`config.mk`:
```
export PLATFORM = sky130hd
export DESIGN_NAME = uart_tx_arbiter
export DESIGN_NICKNAME = d
export VERILOG_FILES = /design/src/rtl/uart_tx_arbiter.sv
export SDC_FILE = /design/constraint.sdc
export NUM_CORES = 1
export LEC_CHECK = 0
export BUFFER_PORTS_ARGS = -buffer_cell sky130_fd_sc_hd__buf_4
export CORE_MARGIN = 4
export CORE_UTILIZATION = 38
export CTS_CLUSTER_DIAMETER = 150
export DETAILED_ROUTE_END_ITERATION = 12
export PLACE_DENSITY = 0.85
export SLEW_MARGIN = 20
export SYNTH_ARGS = -nofsm -noshare
export SYNTH_HDL_FRONTEND = slang
export SYNTH_SLANG_ARGS = --single-unit
```
`constraint.sdc`:
```
create_clock -name clk -period 1.7 [get_ports clk]
set_clock_uncertainty 0.1 [all_clocks]
set_input_delay 0.34 -clock clk [delete_from_list [all_inputs] [get_ports clk]]
set_output_delay 0.34 -clock clk [all_outputs]
set_load 0.02 [all_outputs]
```
`src/rtl/uart_tx_arbiter.sv`:
```
// uart_tx_arbiter
//   Round-robin arbiter sharing one uart_transmitter byte port between
//   NUM_PORTS packet sources. A grant is held from the first byte of a packet
//   until its req_last byte is accepted, so packets never interleave. One
//   registered output byte (tx_data/tx_valid) feeds the transmitter.
//
// Parameters
//   NUM_PORTS    number of requesters (>= 2)
//   LOCK_TIMEOUT idle-owner cycles before a lock is revoked (timeout build only)
//
// Ports
//   clk            single clock
//   reset          asynchronous reset, active low
//   req_data       byte of port i on [8i+7:8i]
//   req_valid      port i presents a byte
//   req_last       presented byte ends the packet
//   req_ready      byte of port i accepted when valid & ready
//   tx_data        byte to uart_transmitter.data_in
//   tx_valid       to data_in_valid
//   tx_ready       from data_in_ready
//   grant_id       current or most recent owner
//   busy           high while a lock is held
//   timeout_pulse  one-cycle pulse when a lock is revoked
//
// Build option
//   UART_ARB_TIMEOUT_EN  when defined, a lock whose owner leaves req_valid low
//                        for LOCK_TIMEOUT cycles is revoked. Otherwise a lock
//                        is held until the req_last accept and timeout_pulse
//                        is tied low.
module uart_tx_arbiter #(
  parameter int unsigned NUM_PORTS    = 4,
  parameter int unsigned LOCK_TIMEOUT = 1024
) (
  input  logic                         clk,
  input  logic                         reset,
  input  logic [8*NUM_PORTS-1:0]       req_data,
  input  logic [NUM_PORTS-1:0]         req_valid,
  input  logic [NUM_PORTS-1:0]         req_last,
  output logic [NUM_PORTS-1:0]         req_ready,
  output logic [7:0]                   tx_data,
  output logic                         tx_valid,
  input  logic                         tx_ready,
  output logic [$clog2(NUM_PORTS)-1:0] grant_id,
  output logic                         busy,
  output logic                         timeout_pulse
);

  localparam int unsigned IDW = $clog2(NUM_PORTS);

  if (NUM_PORTS < 2 || LOCK_TIMEOUT < 1) begin : g_param_check
    $error("uart_tx_arbiter: NUM_PORTS must be >= 2 and LOCK_TIMEOUT >= 1");
  end

  typedef enum logic {
    S_IDLE,
    S_LOCKED
  } state_t;

  state_t         state_q, state_d;
  logic [IDW-1:0] grant_q, grant_d;
  logic [IDW-1:0] ptr_q, ptr_d;
  logic [IDW-1:0] cand_id;
  logic [7:0]     data_q, data_d;
  logic           valid_q, valid_d;
  logic           out_free;
  logic           accept;
  logic           found;

`ifdef UART_ARB_TIMEOUT_EN
  localparam int unsigned CW = $clog2(LOCK_TIMEOUT + 1);
  logic [CW-1:0] cnt_q, cnt_d;
  logic          tpulse_q, tpulse_d;
`endif

  always_comb begin
    state_d   = state_q;
    grant_d   = grant_q;
    ptr_d     = ptr_q;
    data_d    = data_q;
    valid_d   = valid_q;
    req_ready = '0;
    found     = 1'b0;
    cand_id   = '0;
    accept    = 1'b0;
    // The output register can take a byte when empty or draining this cycle.
    out_free  = !valid_q || tx_ready;
`ifdef UART_ARB_TIMEOUT_EN
    cnt_d     = cnt_q;
    tpulse_d  = 1'b0;
`endif

    if (valid_q && tx_ready) begin
      valid_d = 1'b0;
    end

    case (state_q)
      S_IDLE: begin
        // Search upward from ptr+1, wrapping, for the first requesting port.
        for (int unsigned i = 1; i <= NUM_PORTS; i++) begin
          cand_id = IDW'((32'(ptr_q) + i) % NUM_PORTS);
          if (!found && req_valid[cand_id]) begin
            found   = 1'b1;
            grant_d = cand_id;
          end
        end
        if (found) begin
          state_d = S_LOCKED;
`ifdef UART_ARB_TIMEOUT_EN
          cnt_d   = '0;
`endif
        end
      end

      S_LOCKED: begin
        req_ready[grant_q] = out_free;
        accept             = req_valid[grant_q] && out_free;
        if (accept) begin
          // A simultaneous drain and accept overrides the clear above.
          data_d  = req_data[{grant_q, 3'b000} +: 8];
          valid_d = 1'b1;
          if (req_last[grant_q]) begin
            state_d = S_IDLE;
            ptr_d   = grant_q;
          end
        end
`ifdef UART_ARB_TIMEOUT_EN
        if (accept) begin
          cnt_d = '0;
        end else if (!req_valid[grant_q]) begin
          // Revoke on the edge where the idle count reaches LOCK_TIMEOUT.
          if (32'(cnt_q) + 1 == LOCK_TIMEOUT) begin
            state_d  = S_IDLE;
            ptr_d    = grant_q;
            tpulse_d = 1'b1;
            cnt_d    = '0;
          end else begin
            cnt_d = CW'(32'(cnt_q) + 1);
          end
        end
`endif
      end

      default: state_d = S_IDLE;
    endcase
  end

  always_ff @(posedge clk or negedge reset) begin
    if (!reset) begin
      state_q  <= S_IDLE;
      grant_q  <= '0;
      ptr_q    <= IDW'(NUM_PORTS - 1);
      data_q   <= '0;
      valid_q  <= 1'b0;
`ifdef UART_ARB_TIMEOUT_EN
      cnt_q    <= '0;
      tpulse_q <= 1'b0;
`endif
    end else begin
      state_q  <= state_d;
      grant_q  <= grant_d;
      ptr_q    <= ptr_d;
      data_q   <= data_d;
      valid_q  <= valid_d;
`ifdef UART_ARB_TIMEOUT_EN
      cnt_q    <= cnt_d;
      tpulse_q <= tpulse_d;
`endif
    end
  end

  assign tx_data  = data_q;
  assign tx_valid = valid_q;
  assign grant_id = grant_q;
  assign busy     = (state_q == S_LOCKED);

`ifdef UART_ARB_TIMEOUT_EN
  assign timeout_pulse = tpulse_q;
`else
  assign timeout_pulse = 1'b0;
`endif

endmodule

```
### Word-level counts from Yosys, hierarchy flattened

Cells that the tools add are included.

* register bits after elaboration: 14
* input port bits: 43
* output and inout bits: 17
* logic and storage cells: 67

* add/subtract/negate cells: 4
* magnitude comparators: 6
* shift-type cells: 1
* multiplexer cells: 34
* bitwise gates (word level): 2
* reductions and logical operators: 15

Operators by type and width (number)
* $shiftx 32x6->8: 1
* $mux 1: 21
* $lt 2x3->1 const B: 5
* $bmux 1 s2: 6
* $mux 2: 4
* $logic_and 1x1->1: 6
* $add 2x1->2 const B: 2
* $add 2x2->2 const B: 2
* $and 4x4->4: 1
* $logic_not 1->1: 4
* $mux 4: 1
* $reduce_and 2->1: 2
* $reduce_bool 4->1: 1
* $reduce_and 3->1: 1
* $demux 1 s2: 1
* $ge 2x1->1 const B: 1
* $pmux 1 s2: 1
* $logic_or 1x1->1: 1
* $not 1->1: 1

### Longest topological paths before layout

Gate-level depths: netlist (run 1).

* word-level depth: 19
* mapped depth: 5
* depth with buffers taken out: 4

### Worst setup path after synthesis (run 1)

Ideal clock, no wire load.

* kind: flip-flop to output port
* start: reg grant_q[1] (netlist: grant_id[1])
* end: out req_ready[2]
* arrival time: 1.423 ns
* data required time: 1.260 ns
* setup slack: -0.163 ns
* stages on the path, launching flop included: 4
* buffers on the path: 1
* cell sequence: dfrtp_1 -> clkbuf_1 -> inv_1 -> nor3_1

* longest elaborated chain between the ends: 6
* elaborated cells between the ends (all ways): 7
* those cells by class: order compare (2); mux (3); bitwise (1); reduce/logical (1)

RTL lines
* from (decl): line 60 `logic [IDW-1:0] grant_q, grant_d;`
* from (signal assigned): line 160 `grant_q <= grant_d;`
* $lt 2x3->1 (implied by the code) / $ge 2x1->1 (equally long branches): line 115 `req_ready[grant_q] = out_free;`
* $logic_and 1x1->1 (implied by the code): line 115
* $mux 1 (implied by the code): line 115
* $demux 1 s2 *: line 115
* $and 4x4->4 (no line) *
* $mux 4 *: line 96 `case (state_q)`
* to (decl): line 39 `output logic [NUM_PORTS-1:0] req_ready,`

Mark *: on every way between the ends. The rest lies on a longest branch, timed or not.

### Worst setup path in the final report (run 1)

* start: reg grant_q[0] (netlist: grant_id[0])
* end: reg data_q[3] (netlist: tx_data[3])

* longest elaborated chain between the ends: 4
* elaborated cells between the ends (all ways): 5
* those cells by class: shift (1); mux (2); reduce/logical (2)

RTL lines
* parallel branches: the longest is 4 deep, another holds $shiftx 32x6->8
* to (signal assigned): line 162 `data_q <= data_d;`
* to (decl): line 63 `logic [7:0] data_q, data_d;`

Several ways; the timed one is not identified. The select of a mux whose other input is x is not followed.
A chain may end at the register's enable or synchronous reset.

==> flow_summary.yaml, run 1 <==
yosys:
  synth_flop_cell: "dfrtp_1"
  synth_cells: 75
  synth_top_area_cell: "dfrtp_1"
  synth_common_cells: "dfrtp_1, mux2_2, mux4_1, nand2_1, nor2_1"
  synth-edff-count: 0
  synth_cell_types: 28
  async_flop_share: 1.00
  ys_warn_count: 0
  syn_avg_cell_area_um2: 12.9
  yosysTopAreaCellShare: 0.310
  synth_seq_cells: 14
  synthTopCellsByArea: "dfrtp_1, mux4_1, mux2_2"
  synth-seq-area-share: 0.364
  synth_area_um2: 970
  syn_nets: 118
  yosysMostFrequentCell: "dfrtp_1"
drt:
  viasPerCell: 5.64
  antenna_left: 0
  num_vias: 1044
  dr.first_iter.drc_count: 41
  firstDrtPassIters: 4
  drc: 0
  wl_per_cell_um: 18.6
  totalWireLength_um: 3450
setup_path:
  start_kind: "flip-flop"
  ff2ff_setup_slack_ns: -0.08
  worstReg2RegEnd: "tx_data[3]"
  crit_type: "reg2reg"
  reg2reg_depth: 4
  end_kind: "flip-flop"
  path_max_fanout: 5
  arrival_ns: 1.86
  reg2reg_from: "grant_id[0]"
  cp_data_required_time_ns: 1.79
finish:
  final.fill_count: 170
  antenna_cells: 0
  fin_cells: 185
  fin_nets: 199
  areaGrowthSynthToFinish_pct: 76.3
  layout-drive-gt1-share: 0.684
worst_hold_path:
  hp-class: "in2async"
place:
  place_ws_ns: -0.0439
  dp_hpwl_um: 2380
  dp_cells: 166
  finalWeightedCongestion: 0.740
  portBuffers: 58
global_route:
  antenna_found_initial: 0
  grt_max_degree: 15
  grt_use_total: 0.180
  grt_remaining_overflow: 0
  grt_pass1_wl_um: 4630
  grt_pass1_vias: 1035
die:
  die_y_um: 58.5
  ios: 60
  die_width_um: 58.5
  start_util: 0.395
  core_area_um2: 2450
  num_rows: 18
  dieArea_um2: 3420
timing:
  layout_setup_ws_ns: -0.0757
  hold_viol: 0
  min_period_over_period: 1.04
  rsz0062_at_grt: "yes"
  max_freq_mhz: 563
  period_needed_ns: 1.78
  setup_viol: 14
  whs_ns: 0.316
  slew_violations: 0
outcome:
  violations: "setup timing"
  status: "complete, but fails checks"
clocking:
  clockRootBuffer: "clkbuf_4"
  cts.sinks: 14
  cts_buffers: 3
  cts.reportedPaths.clkPinSlew_ns: 0.09
  insertion_delay_ns: 0.29
  cts_tree: "yes"
  h-tree-depth: 1
  cts_buffer_depth: 2
power_and_ir_drop:
  p_total_mw: 2.98
  leakage_nw: 0.846
  max-vdd-ir-drop_mv: 1.26
  p_per_area_nw_per_um2: 1750
flow_run:
  cap_violations: 0
==> logic make-up after synthesis <==
logic type / synth area share
AND/OR/NAND/NOR: 0.108
flip-flops: 0.364
buffers and inverters: 0.0568
AO/OA/AOI/OAI: 0.0955
multiplexers: 0.372
other: 0.00387
==> flip-flops by register name, indices dropped and copies added (netlist names) <==
register	count
tx_data	8
grant_id	2
ptr_q	2
busy	1
tx_valid	1
==> metrics by stage <==
step            util  setup TNS, ns  area (um2)
3_3_place_gp   0.600        -0.0540        1470
6_report       0.696         -0.702        1710
2_1_floorplan      -         -0.905         981
4_1_cts        0.624         -0.306        1530
5_1_grt        0.696          -1.05        1710
3_5_place_dp   0.600         -0.313        1470
==> placed cells by master (no fill, tap or decap) <==
cell type	instances
buf_4	72
dfrtp_1	10
mux4_1	9
buf_6	7
nand2_1	5
mux2_4	5
nor2_1	4
mux2_2	4
o22ai_1	3
inv_1	3
clkbuf_4	3
a21oi_1	2
o21ai_0	2
dfrtp_2	2
dfstp_2	2
nand2b_4	1
nand3_2	1
inv_4	1
nand2_4	1
nor3_4	1
nor3_2	1
mux4_2	1
nand4_4	1
o21a_1	1
nand3_4	1
nor2_2	1
nand2b_1	1
nor2b_1	1
o2bb2ai_1	1
a222oi_1	1
o221ai_1	1
a221o_1	1
o22a_1	1
conb_1	1
clkbuf_1	1
dlygate4sd3_1	1
buf_8	1
==> critical path, cell delays in order (launching register included) <==
cell	delay [ns]
dfrtp_2	0.42
mux4_2	0.56
nand3_4	0.15
buf_4	0.12
mux2_2	0.32
==> timing repair <==
item                                    4_1_cts  5_1_grt
pin swaps                                     1        5
endpoints found under the setup margin       12       13
gates resized for setup                       4       22
hold buffers                                  1        0
buffers inserted                              1       13
endpoints found under the hold margin        12        0
==> power breakdown <==
group          switching [mW]  internal [mW]  leakage, nW
Combinational           0.895           1.15        0.675
Clock                   0.123         0.0914       0.0150
Sequential              0.190          0.531        0.156
==> worst max-delay path by stage <==
| stage | cells after the start | from | endpoint |
|---|---|---|---|
| floorplan | 4 | grant_id[0] | tx_data[0] |
| global placement | 4 | req_valid[3] | tx_data[0] |
| detailed placement | 3 | grant_id[0] | tx_data[5] |
| CTS | 3 | grant_id[0] | tx_data[4] |
| global route | 5 | grant_id[0] | req_ready[1] |
| finish | 4 | grant_id[0] | tx_data[3] |
==> cell type report <==
| cell class | instances | area, um2 | area share |
|---|---|---|---|
| inverter | 4 | 17.5 | 0.0102 |
| sequential | 14 | 355 | 0.208 |
| tap | 30 | 37.5 | 0.0220 |
| timing repair buffer | 81 | 644 | 0.377 |
| multi-input combinational | 52 | 628 | 0.367 |
| clock buffer | 4 | 26.3 | 0.0154 |
==> metal layers <==
metal	track usage	wire length, um
met5	0	0
met4	0.0629	77
met3	0.0461	332
met2	0.311	1830
met1	0.217	1210
No activity file was read; power rests on OpenSTA's default activity.
==> run 2: changes to the inputs <==
PLACE_DENSITY = unset   (was 0.85)
PLACE_DENSITY_LB_ADDON = 0.08   (was unset)
==> run 2 against run 1 <==
Against the previous run:
- critical path type unchanged
- non-clock buffer count is 9 lower
- worst hold slack better by 0.023 ns
- clock power is 9.8% higher
- count of clock-buffer cells in the layout stayed put
- first-iteration DRC count is 37% lower
- global-route usage is 1.2 points lower
- the run still ends with setup timing left
- register-to-register slack better by 0.02 ns
- die area stayed put
- fmax is 1.3% higher
==> flow_summary.yaml, run 2 (synthesis gave the netlist of run 1 again) <==
place:
  dp_hpwl_um: 2200
  portBuffers: 58
  dp_cells: 169
  finalWeightedCongestion: 0.799
drt:
  drc: 0
  antenna_left: 0
  viasPerCell: 5.48
  totalWireLength_um: 2820
  firstDrtPassIters: 4
  dr.first_iter.drc_count: 26
  num_vias: 970
  wl_per_cell_um: 15.9
power_and_ir_drop:
  p_seq_frac: 0.259
  leakage_nw: 0.812
  p_per_area_nw_per_um2: 1690
  internal-power_mw: 1.65
  pwr-share-clk: 0.086
  p_total_mw: 2.75
  swShare: 0.400
  p_switching_mw: 1.10
  comb_power_share: 0.655
  max-vdd-ir-drop_mv: 1.11
global_route:
  grt_remaining_overflow: 0
  global_route.peak_usage_layer: "met2"
  gr-usage-met2: 0.297
  use_met3: 0.0351
  antenna_found_initial: 0
  grt_pass1_wl_um: 4420
  use_met1: 0.207
  grt_pass1_vias: 953
  grt_max_degree: 15
  grt_use_total: 0.168
setup_path:
  crit_type: "reg2reg"
  slowest_stage: "mux4_2"
  cp_cell_sequence: "mux4_2, nand3_4, mux2_4"
  reg2reg_depth: 3
  cpPeakStageDelay_ns: 0.62
  timing.critical_path.buf_inv: 0
  worstSetupPathDepth: 3
  arrival_ns: 1.81
  end_kind: "flip-flop"
  start_kind: "flip-flop"
  cp_data_required_time_ns: 1.76
  path_max_fanout: 5
  cp_top_family: "multiplexers"
clocking:
  cts_buffers: 3
  clockRootBuffer: "clkbuf_4"
  cts.sinks: 14
  cts.reportedPaths.clkPinSlew_ns: 0.09
  h-tree-depth: 1
  cts_buffer_depth: 2
  cts_tree: "yes"
  insertion_delay_ns: 0.27
finish:
  fin_nets: 191
  final_common_cell: "buf_4"
  layout-drive-gt1-share: 0.653
  multi_input_area_um2: 632
  largest_reg_flops: 8
  layout_common_cells: "buf_4, dfrtp_1, mux4_1, mux2_4, nand2_1"
  seq_area_um2: 355
  areaGrowthSynthToFinish_pct: 67.7
  antenna_cells: 0
  final.fill_count: 203
  fin_cells: 177
timing:
  setup_viol: 8
  layout_setup_ws_ns: -0.0531
  hold_viol: 0
  whs_ns: 0.340
  rsz0062_at_grt: "yes"
  slew_violations: 0
  period_needed_ns: 1.75
  min_period_over_period: 1.03
  max_freq_mhz: 570
die:
  die_width_um: 58.5
  dieArea_um2: 3420
  num_rows: 18
  ios: 60
  core_area_um2: 2450
  die_y_um: 58.5
  start_util: 0.395
flow_run:
  cap_violations: 0
worst_hold_path:
  hp-class: "in2async"
outcome:
  violations: "setup timing"
  status: "complete, but fails checks"
run 2: cell count changes in the layout (fill, tap and decap cells not counted), sizes merged:
cell | before | now
nand3 | 2 | 3
buf | 80 | 71
run 2: worst register-to-register path: stages (launching register included):
cell     delay (ns)
dfrtp_2        0.42
mux4_2         0.62
nand3_4        0.19
mux2_4         0.32
run 2: area by class of cell:
class,instances,share of cell area
well taps,30,0.0231
repair buffers,72,0.338
inverters,4,0.00923
multi-input cells,53,0.388
clock buffers,4,0.0223
flip-flops and latches,14,0.218
run 2: layer usage:
layer	wire length, um	up-vias
li1	-	445
met1	1090	477
met2	1490	42
met3	188	6
met4	44	0
met5	0	-
run 2: worst paths after layout:
path,start,to,slack (ns)
max,grant_id[0],tx_data[3],-0.05
min,reset,tx_data[6],0.34
max reg2reg,grant_id[0],tx_data[3],-0.05
min reg2reg,tx_data[0],tx_data[0],0.42
max in group asynchronous,reset,ptr_q[1],0.91
min in group clk,req_data[29],tx_data[5],0.41
run 2: what timing repair did:
action / in CTS / in global routing
endpoints found under the setup margin: 12 / 13
hold endpoints to repair: 12 / 0
hold buffers: 1 / 0
cloned: 1 / 0
setup buffers: 1 / 1
pin swaps: 1 / 2
resized for setup: 3 / 13
run 2: stage by stage:
stage	utilization	cell area [um2]	TNS, ns	setup WS, ns
floorplan	-	981	-0.905	-0.103
global placement	0.610	1500	-0.136	-0.0178
detailed placement	0.610	1500	-0.258	-0.0410
CTS	0.639	1570	-0.278	-0.0321
global route	0.663	1630	-0.720	-0.0829
finish	0.663	1630	-0.285	-0.0531
run 2: power groups by stage:
stage / combinational (mW) / clock, mW / sequential (mW)
2_1_floorplan: 0.866 / 0 / 0.816
3_3_place_gp: 1.55 / 0 / 0.683
3_5_place_dp: 1.57 / 0 / 0.692
4_1_cts: 1.63 / 0.247 / 0.692
5_1_grt: 1.91 / 0.267 / 0.740
6_report: 1.80 / 0.235 / 0.713
==> run 3: changes to the inputs <==
BUFFER_PORTS_ARGS = -buffer_cell sky130_fd_sc_hd__buf_2   (was -buffer_cell sky130_fd_sc_hd__buf_4)
REMOVE_ABC_BUFFERS = 1   (was unset)
==> run 3 against run 2 <==
Against the previous run:
- the flow still finishes with violations (setup timing)
- critical path depth is the same
- non-clock buffer count grew 1
- total power grew 0.73%
- count of clock-buffer cells in the layout is the same
- worst hold slack lost 0.0013 ns
- via count shrank 0.82%
- clock power grew 8.9%
- setup slack gained 0.029 ns
- combinational power is essentially flat
- fmax grew 1.7%
- final cell count grew 0.56%
- sequential power shrank 3.5%
- highest routed layer unchanged
==> flow_summary.yaml, run 3 (synthesis gave the netlist of run 1 again) <==
flow_run:
  cap_violations: 0
die:
  start_util: 0.395
  die_y_um: 58.5
  dieArea_um2: 3420
  core_area_um2: 2450
  ios: 60
  num_rows: 18
  die_width_um: 58.5
finish:
  final_common_cell: "buf_2"
  final.fill_count: 211
  largest_reg_flops: 8
  layout-drive-gt1-share: 0.662
  areaGrowthSynthToFinish_pct: 56.9
  antenna_cells: 0
  fin_nets: 192
  layout_common_cells: "buf_2, buf_4, dfrtp_1, mux4_1, mux2_4"
  fin_cells: 178
place:
  dp_hpwl_um: 2110
  finalWeightedCongestion: 0.743
  portBuffers: 58
  place_ws_ns: -0.0648
  dp_cells: 165
drt:
  antenna_left: 0
  num_vias: 962
  firstDrtPassIters: 4
  viasPerCell: 5.40
  dr.first_iter.drc_count: 15
  wl_per_cell_um: 16.7
  drc: 0
  totalWireLength_um: 2970
worst_hold_path:
  hp-class: "in2reg"
clocking:
  h-tree-depth: 1
  cts_buffer_depth: 2
  cts.reportedPaths.clkPinSlew_ns: 0.10
  insertion_delay_ns: 0.29
  clockRootBuffer: "clkbuf_4"
  cts.sinks: 14
  cts_buffers: 3
  cts_tree: "yes"
timing:
  rsz0062_at_grt: "yes"
  hold_viol: 0
  min_period_over_period: 1.01
  setup_viol: 6
  layout_setup_ws_ns: -0.0238
  max_freq_mhz: 580
  whs_ns: 0.338
  slew_violations: 0
  period_needed_ns: 1.72
power_and_ir_drop:
  leakage_nw: 0.782
  max-vdd-ir-drop_mv: 1.18
  p_total_mw: 2.77
  p_per_area_nw_per_um2: 1820
global_route:
  grt_remaining_overflow: 0
  grt_pass1_wl_um: 4520
  antenna_found_initial: 0
  grt_max_degree: 15
  grt_pass1_vias: 974
  grt_use_total: 0.177
setup_path:
  path_max_fanout: 5
  end_kind: "flip-flop"
  cp_data_required_time_ns: 1.78
  start_kind: "flip-flop"
  crit_type: "reg2reg"
  arrival_ns: 1.81
outcome:
  status: "complete, but fails checks"
  violations: "setup timing"
## run 3: what timing repair did
item	CTS	global route
cloned	1	0
pin swaps	1	3
hold buffers	1	0
hold endpoints to repair	12	0
setup buffers	2	5
gates resized for setup	8	19
setup endpoints to repair	12	13
## run 3: through the flow
stage	cell area [um2]	util	TNS [ns]
after global routing	1520	0.620	-0.508
after floorplan	930	-	-3.71
after CTS	1410	0.574	-0.317
after global placement	1310	0.534	-0.265
final	1520	0.620	-0.0812
after detailed placement	1310	0.534	-0.427
## run 3: cell type report
cell class | count | area, um2 | area share
sequential | 14 | 355 | 0.234
timing repair buffer | 73 | 427 | 0.280
inverter | 4 | 15.0 | 0.00987
tap | 30 | 37.5 | 0.0247
clock buffer | 4 | 36.3 | 0.0238
multi-input combinational | 53 | 651 | 0.428
## run 3: worst max-delay path, stage by stage, from the launching register on
cell and delay (ns):
dfrtp_2 0.42, mux4_2 0.62, nand3_4 0.16, mux2_4 0.32
## run 3: path summary, 6_finish.rpt
path | from | endpoint | slack, ns | cells after the start
setup / recovery | grant_id[0] | tx_data[2] | -0.02 | 3
hold / removal | req_valid[1] | busy | 0.34 | 4
setup reg to reg | grant_id[0] | tx_data[2] | -0.02 | 3
hold reg to reg | tx_data[1] | tx_data[1] | 0.41 | 1
max in group asynchronous | reset | ptr_q[1] | 0.84 | 2
min in group asynchronous | reset | tx_data[1] | 0.36 | 2
## run 3: routing by layer
metal | GRT usage | routed length, um
met5 | 0 | 0
met3 | 0.0329 | 261
met2 | 0.300 | 1450
met1 | 0.219 | 1190
met4 | 0.0795 | 69
## run 3: report_power, final
part	internal, mW	total [mW]	switching (mW)
clock network	0.131	0.256	0.126
registers	0.530	0.688	0.157
logic	0.948	1.82	0.877
